## src/rtl/bcd_pkg.sv

```systemverilog
// Shared types and constants for the sequential binary-to-BCD converter.
package bcd_pkg;

    localparam int BCD_DIGIT_W = 4;

    typedef enum logic [1:0] {
        IDLE  = 2'd0,
        SHIFT = 2'd1,
        DONE  = 2'd2
    } bcd_state_t;

    // Decimal digits needed to show the largest unsigned value of `width` bits.
    function automatic int ceil_digits(input int width);
        longint unsigned maxv;
        int              n;
        maxv = (width >= 64) ? '1 : ((64'(1) << width) - 64'(1));
        n    = 1;
        while (maxv >= 64'(10)) begin
            maxv = maxv / 64'(10);
            n    = n + 1;
        end
        return n;
    endfunction

endpackage

```

## src/rtl/bcd_digit_adj.sv

```systemverilog
// One double-dabble digit correction: a digit of 5 or more gets +3 before the shift.
module bcd_digit_adj
    import bcd_pkg::*;
(
    input  logic [BCD_DIGIT_W-1:0] digit_i,
    output logic [BCD_DIGIT_W-1:0] digit_o
);

    assign digit_o = (digit_i >= BCD_DIGIT_W'(5)) ? digit_i + BCD_DIGIT_W'(3) : digit_i;

endmodule

```

## src/rtl/bcd_seq_conv.sv

```systemverilog
// Iterative shift-and-add-3 binary-to-BCD converter, one input bit per clock.
// Define BCD_BLANK_EN to add the registered leading-zero `blank` output.
module bcd_seq_conv
    import bcd_pkg::*;
#(
    parameter int WIDTH  = 12,
    parameter int DIGITS = 4
) (
    input  logic                          clk,
    input  logic                          reset,
    input  logic                          start,
    input  logic [WIDTH-1:0]              bin,
    output logic                          busy,
    output logic                          done,
    output logic [BCD_DIGIT_W*DIGITS-1:0] bcd
`ifdef BCD_BLANK_EN
    ,
    output logic [DIGITS-1:0]             blank
`endif
);

    localparam int SW    = BCD_DIGIT_W * DIGITS;
    localparam int CNT_W = $clog2(WIDTH + 1);

    if (DIGITS < ceil_digits(WIDTH)) begin : g_param_chk
        $error("bcd_seq_conv: DIGITS too small to hold 2**WIDTH-1");
    end

    bcd_state_t       state_q, state_d;
    logic [SW-1:0]    scratch_q, scratch_d, scratch_adj;
    logic [WIDTH-1:0] shift_q, shift_d;
    logic [CNT_W-1:0] cnt_q, cnt_d;
    logic [SW-1:0]    bcd_q, bcd_d;
    logic             load_out;

    for (genvar k = 0; k < DIGITS; k++) begin : g_adj
        bcd_digit_adj u_adj (
            .digit_i (scratch_q[k*BCD_DIGIT_W +: BCD_DIGIT_W]),
            .digit_o (scratch_adj[k*BCD_DIGIT_W +: BCD_DIGIT_W])
        );
    end

    always_comb begin
        state_d   = state_q;
        scratch_d = scratch_q;
        shift_d   = shift_q;
        cnt_d     = cnt_q;
        bcd_d     = bcd_q;
        load_out  = 1'b0;
        case (state_q)
            IDLE, DONE: begin
                if (start) begin
                    shift_d   = bin;
                    scratch_d = '0;
                    cnt_d     = CNT_W'(WIDTH);
                    state_d   = SHIFT;
                end else begin
                    state_d   = IDLE;
                end
            end
            SHIFT: begin
                // The top scratch bit falls off; DIGITS is sized so it is always zero.
                {scratch_d, shift_d} = {scratch_adj[SW-2:0], shift_q, 1'b0};
                cnt_d = cnt_q - CNT_W'(1);
                if (cnt_q == CNT_W'(1)) begin
                    state_d  = DONE;
                    load_out = 1'b1;
                    bcd_d    = scratch_d;
                end
            end
            default: state_d = IDLE;
        endcase
    end

    always_ff @(posedge clk or posedge reset) begin
        if (reset) begin
            state_q   <= IDLE;
            scratch_q <= '0;
            shift_q   <= '0;
            cnt_q     <= '0;
            bcd_q     <= '0;
        end else begin
            state_q   <= state_d;
            scratch_q <= scratch_d;
            shift_q   <= shift_d;
            cnt_q     <= cnt_d;
            bcd_q     <= bcd_d;
        end
    end

    assign busy = (state_q == SHIFT);
    assign done = (state_q == DONE);
    assign bcd  = bcd_q;

`ifdef BCD_BLANK_EN
    logic [DIGITS-1:0] blank_q, blank_d;

    // Ones digit is never blanked so a zero result still shows one "0".
    always_comb begin
        logic all_zero;
        blank_d  = blank_q;
        all_zero = 1'b1;
        if (load_out) begin
            blank_d = '0;
            for (int k = DIGITS - 1; k >= 1; k--) begin
                all_zero   = all_zero & (scratch_d[k*BCD_DIGIT_W +: BCD_DIGIT_W] == '0);
                blank_d[k] = all_zero;
            end
        end
    end

    always_ff @(posedge clk or posedge reset) begin
        if (reset) begin
            blank_q <= ~DIGITS'(1);
        end else begin
            blank_q <= blank_d;
        end
    end

    assign blank = blank_q;
`endif

endmodule

```

## config.mk

```make
export PLATFORM = sky130hd
export DESIGN_NAME = bcd_seq_conv
export DESIGN_NICKNAME = d
export VERILOG_FILES = /design/src/rtl/bcd_pkg.sv /design/src/rtl/bcd_digit_adj.sv /design/src/rtl/bcd_seq_conv.sv
export SDC_FILE = /design/constraint.sdc
export NUM_CORES = 1
export LEC_CHECK = 0
export BUFFER_PORTS_ARGS = -buffer_cell sky130_fd_sc_hd__buf_2
export CAP_MARGIN = 20
export CORE_MARGIN = 5
export CORE_UTILIZATION = 51
export DETAILED_ROUTE_END_ITERATION = 12
export PLACE_DENSITY = 0.74
export SETUP_SLACK_MARGIN = 0.2
export SYNTH_ARGS = -nofsm -noshare
export SYNTH_HDL_FRONTEND = slang
export SYNTH_SLANG_ARGS = --single-unit
```

## constraint.sdc

```tcl
create_clock -name clk -period 1.5 [get_ports clk]
set_input_delay 0.075 -clock clk [delete_from_list [all_inputs] [get_ports clk]]
set_output_delay 0.075 -clock clk [all_outputs]
set_load 0.1 [all_outputs]
```

==> impl_results.md, run 1 <==
- CP max stage delay: 410 ps
- First-pass GRT wire length: 9480 um
- Vias in the first global route: 1,936
- CP endpoint: bcd[14]
- Final Max Slew Viols: 0
- Final hold vios: 0
- # setup viols final: 2
- Die area: 6130 sq um
- Register area share after synthesis: 52.6%
- Initial antenna violation count: 0
- Worst setup EP type: flop
- Yosys warnings: 0
- Worst Skew: 4.58 ps
- CTS tree: built
- Yosys reg bits: 50
- Core area: 4440 sq um
- Sequential cell area: 1250 sq um
- Synth cell types: 32
- Dpl cell area: 2730 sq um
- Synth Instances: 228
- Largest net degree at the start of global routing: 25
- PnR worst setup slack: -37.2 ps
- CP startpoint kind: flop
- Nets: 337
- Final WL: 6730 um
- # diodes: 0
- Buffer and inverter count on the worst path: 1
- CTS Buf Count: 5
- DR WL/cell: 18.4 um
- Starting density of the core: 53.5%
- Crit Path Class: reg2reg
- Clock sink count: 50
- DRT Pass-1 Iters: 4
- HP Class: in2reg
- Clk slew on worst S/H paths: 90 ps
- Critical path's top delay family: multiplexers
- Final RePlAce weighted congestion: 0.774
- Initial DRC count: 165
- Cell Area, Synth: 2380 sq um
- GRT Total Usage: 19.4%
- Worst reg2reg setup slack: -40 ps
- Syn Area/Cell: 10.4 sq um
- Slowest-stage cell, CP: dfrtp_1
- DPL Wire Length: 3240 um
- Share of post-route cells with drive strength above 1: 54.3%
- Tightest Pin Transition: 497 ps
- Setup crit start: scratch_q[13]
- DR vias: 2,062
- Row cnt: 24
- Hold slack: 10.9 ps
- Area Growth Syn to Fin: 54.6%
- Area occupied by multi-input gates: 1430 sq um
- Die height: 78.3 um
- Root Driver: clkbuf_8
- Critical Path RT: 1750 ps
- Crit Path Max Fanout: 3
- WP depth: 6
- Die X: 78.3 um
- I/O Buffers: 32
- Post-synthesis net count: 253
- Max Freq: 651 MHz
- CP arrival: 1790 ps
- Reg-to-reg startpoint: scratch_q[13]
- Worst slack, placed: -313 ps
- RSZ-0062 raised after global routing: yes
- Cell area after layout: 3680 sq um
- R2r worst-path depth: 6
- DRC: 0
- Fillers: 231
- Vias/cell: 5.65
- RR Endpoint: bcd[14]
- Max_cap viols: 0
- CTS H-tree depth: 2
- Violated checks: setup timing
- CTS Buffer Depth: 2
- Fin crit period: 1540 ps
- Post-route ant nets: 0
- Global route overflow: 0
- Status: finished with violations
- Rel. slew slack: 67.1%
- Tcrit/Tclk final: 102%
- Worst-Skew Late Latency: 310 ps
- Num ports: 33
- CP Cell Sequence: inv_2, ha_4, nand2b_4, a21oi_4, mux2i_2, mux2_4
==> cells by family after synthesis <==
family / Yosys count / share of synthesized area (%)
simple gates: 72 / 14.8
flops: 50 / 52.6
buf+inv: 23 / 4.84
compound gates: 60 / 16.4
fa+ha+maj: 10 / 5.26
mux: 9 / 4.73
xor+xnor: 4 / 1.47
==> repair_timing <==
action | CTS | global route
endpoints found under the hold margin | 24 | 0
resized for setup | 46 | 66
pin swaps | 16 | 26
setup endpoints to repair | 48 | 51
cloned | 3 | 1
setup buffers | 17 | 15
hold buffers | 9 | 0
==> stage by stage <==
step                std cells  util [%]  setup TNS [ps]
finish                    365      82.8           -52.2
CTS                       349      73.4               0
global route              365      82.8            -401
global placement          312      61.4           -4590
floorplan                 228         -               0
detailed placement        312      61.4           -6270
==> worst reg2reg max path, stage by stage (launching register included) <==
cell and delay [ps]:
dfrtp_1 410, inv_2 100, ha_4 170, nand2b_4 140, a21oi_4 200, mux2i_2 290, mux2_4 180
==> registers in the layout (all words and copies together) (netlist names) <==
name,cells
shift_q,12
scratch_q,16
state_q,2
bcd,16
cnt_q,4
==> area by class of cell <==
cell class                      count  share of cell area, %
Sequential cell                    50                   34.1
Clock buffer                        7                   2.07
Multi-Input combinational cell    156                   39.0
Timing Repair Buffer               86                   20.6
Tap cell                           52                   1.77
Inverter                           13                   1.67
Clock inverter                      1                  0.816
==> cell usage in the layout, fill, tap and decap left out, types with 6 or more instances in the layout <==
cell,netlist,routed
o21ai_1,6,14
buf_12,0,6
dfrtp_1,50,47
nand2_1,46,40
inv_2,0,9
dlygate4sd3_1,0,9
buf_4,0,27
o21ai_2,0,9
ha_4,0,8
buf_6,2,10
a22oi_2,0,8
buf_2,7,30
==> layer usage <==
metal / routed length (um) / global-route usage [%] / share of wire, %
met1: 2880 / 26.0 / 43
met2: 3430 / 30.1 / 51
met3: 291 / 5.26 / 4.3
met4: 127 / 7.87 / 1.9
met5: 0 / 0 / 0
==> how the worst min path moves through the flow <==
stage               startpoint          end  slack (ps)  depth (start not counted)
floorplan               bin[0]   shift_q[0]         210                          1
global placement         reset     cnt_q[0]          90                          2
detailed placement       reset     cnt_q[0]          90                          2
CTS                     bin[1]   shift_q[1]           4                          3
global route           bin[11]  shift_q[11]          10                          3
finish                  bin[1]   shift_q[1]          10                          3
==> synth_stat cells <==
cell	n	share of area, %
nor3b_1	7	2.2
nor2b_1	2	0.53
a22o_1	4	1.5
nand2b_2	3	1.1
a31oi_1	2	0.53
clkbuf_1	1	0.16
nand2b_1	2	0.53
nor3b_2	1	0.53
o21bai_1	1	0.32
mux2_2	2	0.95
a21oi_4	2	1.4
dfrtp_1	50	53
mux2_4	4	2.5
nor2_2	1	0.26
nand2_1	46	7.3
buf_2	7	1.5
nor3_1	5	1.1
inv_1	11	1.7
xnor2_1	4	1.5
a21oi_1	8	1.7
ha_1	10	5.3
o21ai_1	6	1.3
nand2_4	1	0.47
a22oi_1	11	3.5
mux2i_1	3	1.3
a22o_2	2	0.84
nand3_1	4	0.84
inv_4	2	0.53
a21oi_2	1	0.37
a211oi_1	2	0.63
buf_6	2	0.95
o21ai_0	21	4.4
Power of run 1 is not shown: default switching activity piles up to over one toggle a cycle in this logic, so the estimate is an artifact.
==> run 2: changes to the inputs <==
--- a/config.mk
+++ b/config.mk
@@ -11,6 +11,7 @@
 export CORE_UTILIZATION = 51
 export DETAILED_ROUTE_END_ITERATION = 12
 export PLACE_DENSITY = 0.74
+export RECOVER_POWER = 25
 export SETUP_SLACK_MARGIN = 0.2
 export SYNTH_ARGS = -nofsm -noshare
 export SYNTH_HDL_FRONTEND = slang
==> run 2 against run 1 <==
- the flow still finishes with violations (setup timing)
- global-route usage is the same
- core utilization shrank 0.28 points
- die area is the same
- cell area shrank 0.34%
- wire length grew 0.43%
- sequential cell count is the same
- critical path type unchanged
- critical endpoint unchanged
- highest routed layer unchanged
==> impl_results.md, run 2 (synthesis gave the netlist of run 1 again) <==
- Status: finished with violations
- Violated checks: setup timing
- CTS tree: built
- Nets: 337 (unchanged)
- Rel. slew slack: 54.2% (-13 points)
- Worst slack, placed: -313 ps (unchanged)
- Die X: 78.3 um (unchanged)
- Cell area after layout: 3670 sq um (-0.34%)
- Final setup TNS: -44.8 ps (+7.42 ps)
- Most frequent cells in the layout: dfrtp_1, nand2_1, buf_2, buf_4, o21ai_1
- Root Driver: clkbuf_8
- Met2 wire length: 3430 um (about the same)
- First-pass GRT wire length: 9480 um (unchanged)
- # setup viols final: 2 (unchanged)
- I/O Buffers: 32 (unchanged)
- Hold path start: bin[7]
- Dpl cell area: 2730 sq um (unchanged)
- Fillers: 233 (+0.87%)
- R2r worst-path depth: 6 (unchanged)
- CTS Buffer Depth: 2 (unchanged)
- Row cnt: 24 (unchanged)
- DR WL/cell: 18.5 um (+0.43%)
- Final RePlAce weighted congestion: 0.774 (unchanged)
- Starting density of the core: 53.5% (unchanged)
- Share of post-route cells with drive strength above 1: 54.0% (-0.32 points)
- RSZ-0062 raised after global routing: yes
- Initial antenna violation count: 0 (unchanged)
- Met1 wire length: 2890 um (+0.42%)
- CP startpoint kind: flop
- CP Cell Sequence: inv_2, ha_4, nand2b_4, a21oi_4, mux2i_2, mux2_4
- Die area: 6130 sq um (unchanged)
- Vias in the first global route: 1,936 (unchanged)
- Num ports: 33 (unchanged)
- Fin crit period: 1530 ps (-3.72 ps)
- CTS Buf Count: 5 (unchanged)
- Crit Path Class: reg2reg
- Worst hold endpoint: shift_q[7]
- Final core utilization: 82.5% (-0.28 points)
- DR vias: 2,059 (-0.15%)
- Tightest Pin Transition: 686 ps (+188 ps)
- Post-route ant nets: 0 (unchanged)
- Vias/cell: 5.64 (-0.15%)
- PnR worst setup slack: -33.4 ps (+3.72 ps)
- Worst Hold Depth: 3 (unchanged)
- Final hold vios: 0 (unchanged)
- Max_cap viols: 0 (unchanged)
- Crit Path Max Fanout: 3 (unchanged)
- Sequential cell area: 1250 sq um (unchanged)
- Die height: 78.3 um (unchanged)
- Initial DRC count: 200 (+21%)
- Clk slew on worst S/H paths: 90 ps (about the same)
- Final WL: 6760 um (+0.43%)
- Global route overflow: 0 (unchanged)
- Most common cell after layout, fill and taps aside: dfrtp_1
- Tcrit/Tclk final: 102% (-0.25 points)
- Clock sink count: 50 (unchanged)
- DRT Pass-1 Iters: 4 (unchanged)
- CP max stage delay: 410 ps (about the same)
- Slowest-stage cell, CP: dfrtp_1
- Max Freq: 652 MHz (+0.24%)
- Max layer used: met4
- # diodes: 0 (unchanged)
- Worst setup EP type: flop
- Area occupied by multi-input gates: 1430 sq um (unchanged)
- Worst reg2reg setup slack: -30 ps (about the same)
- Worst Skew: 5.53 ps (+0.956 ps)
- HP Class: in2reg
- CP arrival: 1790 ps (about the same)
- CTS H-tree depth: 2 (unchanged)
- Worst-Skew Late Latency: 310 ps (about the same)
- DPL Wire Length: 3240 um (unchanged)
- GRT Total Usage: 19.4% (unchanged)
- Area Growth Syn to Fin: 54.1%
- Final Max Slew Viols: 0 (unchanged)
- Reg-to-reg startpoint: scratch_q[13]
- Met3 wire length: 315 um (+8.2%)
- Largest net degree at the start of global routing: 25 (unchanged)
- RR Endpoint: bcd[14]
- DRC: 0 (unchanged)
- Core area: 4440 sq um (unchanged)
- Critical Path RT: 1760 ps (about the same)
## run 2: cell types whose count changed in the layout (fill, tap and decap cells not counted)
cell / delta
inv_1: +1
inv_2: -1
buf_12: -1
clkbuf_4: +1
## run 2: how the worst max path moves through the flow
stage	start	end	slack [ps]
floorplan	cnt_q[1]	bcd[13]	110
global placement	state_q[0]	shift_q[3]	-260
detailed placement	state_q[0]	shift_q[1]	-310
CTS	cnt_q[1]	bcd[6]	20
global route	scratch_q[13]	bcd[14]	-80
finish	scratch_q[13]	bcd[14]	-30
## run 2: stage by stage
stage / cells / hold WS [ps]
after floorplan: 228 / 215
after detailed placement: 312 / 90.9
after global routing: 365 / 14.2
final: 365 / 7.29
after CTS: 349 / 3.86
after global placement: 312 / 89.2
## run 2: final cells by class
class / instances / area share [%]
clock buffer: 7 / 2.08
clock inverter: 1 / 0.819
inverter: 13 / 1.67
multi-input combinational: 156 / 39.1
sequential: 50 / 34.2
tap: 52 / 1.77
timing repair buffer: 86 / 20.3
## run 2: metal layers
layer,vias to the layer above,global-route usage [%]
met4,0,7.87
met5,-,0
met3,13,5.26
met1,1033,26.0
li1,953,-
met2,60,30.1
## run 2: critical path: cells and delay by family, from the launching register on
kind	cells	cell delay, ps
AO/OA/AOI/OAI	1	190
adder cells (fa/ha/maj)	1	170
buffers and inverters	1	100
flip-flops	1	410
multiplexers	2	470
AND/OR/NAND/NOR	1	140
## run 2: timing repair
| item | CTS | global route |
|---|---|---|
| endpoints found under the setup margin | 48 | 51 |
| gates cloned | 3 | 1 |
| setup buffers | 17 | 15 |
| endpoints found under the hold margin | 24 | 0 |
| gates resized for setup | 46 | 66 |
| pin swaps | 16 | 26 |
| hold buffers | 9 | 0 |
Power of run 2 is left out for the same reason.
==> run 3: changes to the inputs <==
==> constraint.sdc (replaced) <==
create_clock -name clk -period 1.5 [get_ports clk]
set_input_delay 0.075 -clock clk [delete_from_list [all_inputs] [get_ports clk]]
set_output_delay 0.075 -clock clk [all_outputs]
set_load 0.02 [all_outputs]
==> run 3 against run 2 <==
- the flow now finishes without violations
- first-iteration DRC count is 46% lower
- clock skew shrank 1.7 ps
- critical path depth unchanged
- setup slack better by 61 ps
- non-clock buffer count decreased by 6
- maximum frequency is 4.2% higher
==> impl_results.md, run 3 (synthesis gave the netlist of run 1 again) <==
- Status: complete, no violations
- CP startpoint kind: flop
- Worst slack, placed: 31.5 ps (+345 ps)
- Num ports: 33 (unchanged)
- GRT Total Usage: 18.6% (-0.79 points)
- CTS Buffer Depth: 2 (unchanged)
- Root Driver: clkbuf_8
- Vias in the first global route: 1,919 (-0.88%)
- Worst Skew: 3.79 ps (-1.75 ps)
- # diodes: 0 (unchanged)
- Crit Path Max Fanout: 5 (+2)
- DR vias: 1,904 (-7.5%)
- Fillers: 300 (+29%)
- Max Freq: 679 MHz (+4.2%)
- Dpl cell area: 2720 sq um (-0.37%)
- Worst-Skew Late Latency: 300 ps (about the same)
- CTS tree: built
- Leakage: 1.57 nW
- Vias/cell: 5.33 (-5.5%)
- # setup viols final: 0 (-2)
- Buffer and inverter count on the worst path: 2 (+1)
- First-pass GRT wire length: 9030 um (-4.7%)
- DPL Wire Length: 3260 um (+0.61%)
- Initial antenna violation count: 0 (unchanged)
- CP Cell Sequence: inv_2, ha_4, nor3b_4, nand2_4, inv_6, mux2_4
- Fin crit period: 1470 ps (-61.3 ps)
- Hold slack: 7.99 ps (+0.702 ps)
- Core area: 4440 sq um (unchanged)
- Critical path's top delay family: flip-flops
- PnR worst setup slack: 27.8 ps (+61.3 ps)
- Initial DRC count: 108 (-46%)
- Largest net degree at the start of global routing: 51 (+100%)
- Die X: 78.3 um (unchanged)
- DRC: 0 (unchanged)
- Die area: 6130 sq um (unchanged)
- Final WL: 5470 um (-19%)
- Clock sink count: 50 (unchanged)
- Final core utilization: 74.1% (-8.4 points)
- DR WL/cell: 15.3 um (-17%)
- Cell area after layout: 3290 sq um (-10%)
- Tcrit/Tclk final: 98.1% (-4.1 points)
- Final Max Slew Viols: 0 (unchanged)
- Critical Path RT: 1690 ps (-70 ps)
- Share of post-route cells with drive strength above 1: 44.3% (-9.7 points)
- Worst setup EP type: flop
- Power density cells: 2260 nW/um^2
- Clk slew on worst S/H paths: 80 ps (about the same)
- RSZ-0062 raised after global routing: yes
- CTS H-tree depth: 2 (unchanged)
- Global route overflow: 0 (unchanged)
- Die height: 78.3 um (unchanged)
- Most common cell after layout, fill and taps aside: dfrtp_1
- HP Class: in2reg
- Area Growth Syn to Fin: 38.3%
- Most frequent cells in the layout: dfrtp_1, nand2_1, buf_2, buf_4, o21ai_1
- CTS Buf Count: 5 (unchanged)
- Final setup TNS: 0 ps (+44.8 ps)
- Nets: 330 (-2.1%)
- CP max stage delay: 400 ps (about the same)
- DRT Pass-1 Iters: 4 (unchanged)
- Starting density of the core: 53.5% (unchanged)
- Slowest-stage cell, CP: dfrtp_1
- CP arrival: 1670 ps (-120 ps)
- Rel. slew slack: 55.3% (+1.0 points)
- Max_cap viols: 0 (unchanged)
- VDD IR max: 1.20 mV
- Row cnt: 24 (unchanged)
- I/O Buffers: 32 (unchanged)
- Post-route ant nets: 0 (unchanged)
- Final hold vios: 0 (unchanged)
- Final RePlAce weighted congestion: 0.770 (-0.49%)
- Crit Path Class: reg2reg
- Tightest Pin Transition: 671 ps (-14.9 ps)
## run 3: cell types whose count changed in the layout (fill, tap and decap cells not counted), moves of 3 or more
| cell | change |
|---|---|
| buf_6 | -4 |
| a22oi_1 | +8 |
| buf_12 | -5 |
| nand2_1 | +6 |
| o21ai_0 | +7 |
| a22oi_2 | -8 |
| nand2_2 | -5 |
| buf_4 | +3 |
| o21ai_2 | -7 |
## run 3: cell type report
type	instances	area (sq um)	share of cell area, %
clock buffer	5	68.8	2.09
clock inverter	2	10.0	0.304
inverter	13	56.3	1.71
multi-input combinational	155	1260	38.4
sequential	50	1250	38.0
tap	52	65.1	1.98
timing repair buffer	80	576	17.5
## run 3: worst reg2reg max path, cell delays in order, from the launching register on
cell	delay (ps)
dfrtp_1	400
inv_2	80
ha_4	120
nor3b_4	230
nand2_4	130
inv_6	100
mux2_4	300
## run 3: timing repair
action | 4_1_cts | 5_1_grt
setup buffers | 16 | 10
setup endpoints to repair | 28 | 33
hold buffers | 10 | 0
pin swaps | 9 | 15
gates resized for setup | 33 | 21
cloned | 0 | 1
endpoints found under the hold margin | 59 | 0
## run 3: layer usage
metal / track usage (%) / routed length (um)
met2: 29.7 / 2630
met4: 6.47 / 95
met5: 0 / 0
met1: 24.8 / 2440
met3: 4.81 / 311
## run 3: worst paths after layout
path                                  from      endpoint  slack, ps  cells after the start
worst min register to register  shift_q[9]    shift_q[9]        480                      2
worst max register to register    cnt_q[1]        bcd[2]         30                      6
worst min-delay path               bin[10]   shift_q[10]          8                      3
min in group asynchronous            reset      cnt_q[1]        500                      4
worst max-delay path              cnt_q[1]        bcd[2]         30                      6
max in group asynchronous            reset  scratch_q[0]        520                      4
## run 3: where the power goes
group	total [W]	switching, W	internal, W
Sequential	0.00249	0.000553	0.00194
Clock	0.000745	0.000431	0.000314
Combinational	0.00421	0.00204	0.00216
## run 3: through the flow
| step | power, W | instances |
|---|---|---|
| floorplan | 0.00470 | 228 |
| global placement | 0.00539 | 313 |
| detailed placement | 0.00553 | 313 |
| CTS | 0.00699 | 346 |
| global route | 0.00797 | 357 |
| finish | 0.00744 | 357 |
No activity file was read; power rests on OpenSTA's default activity.
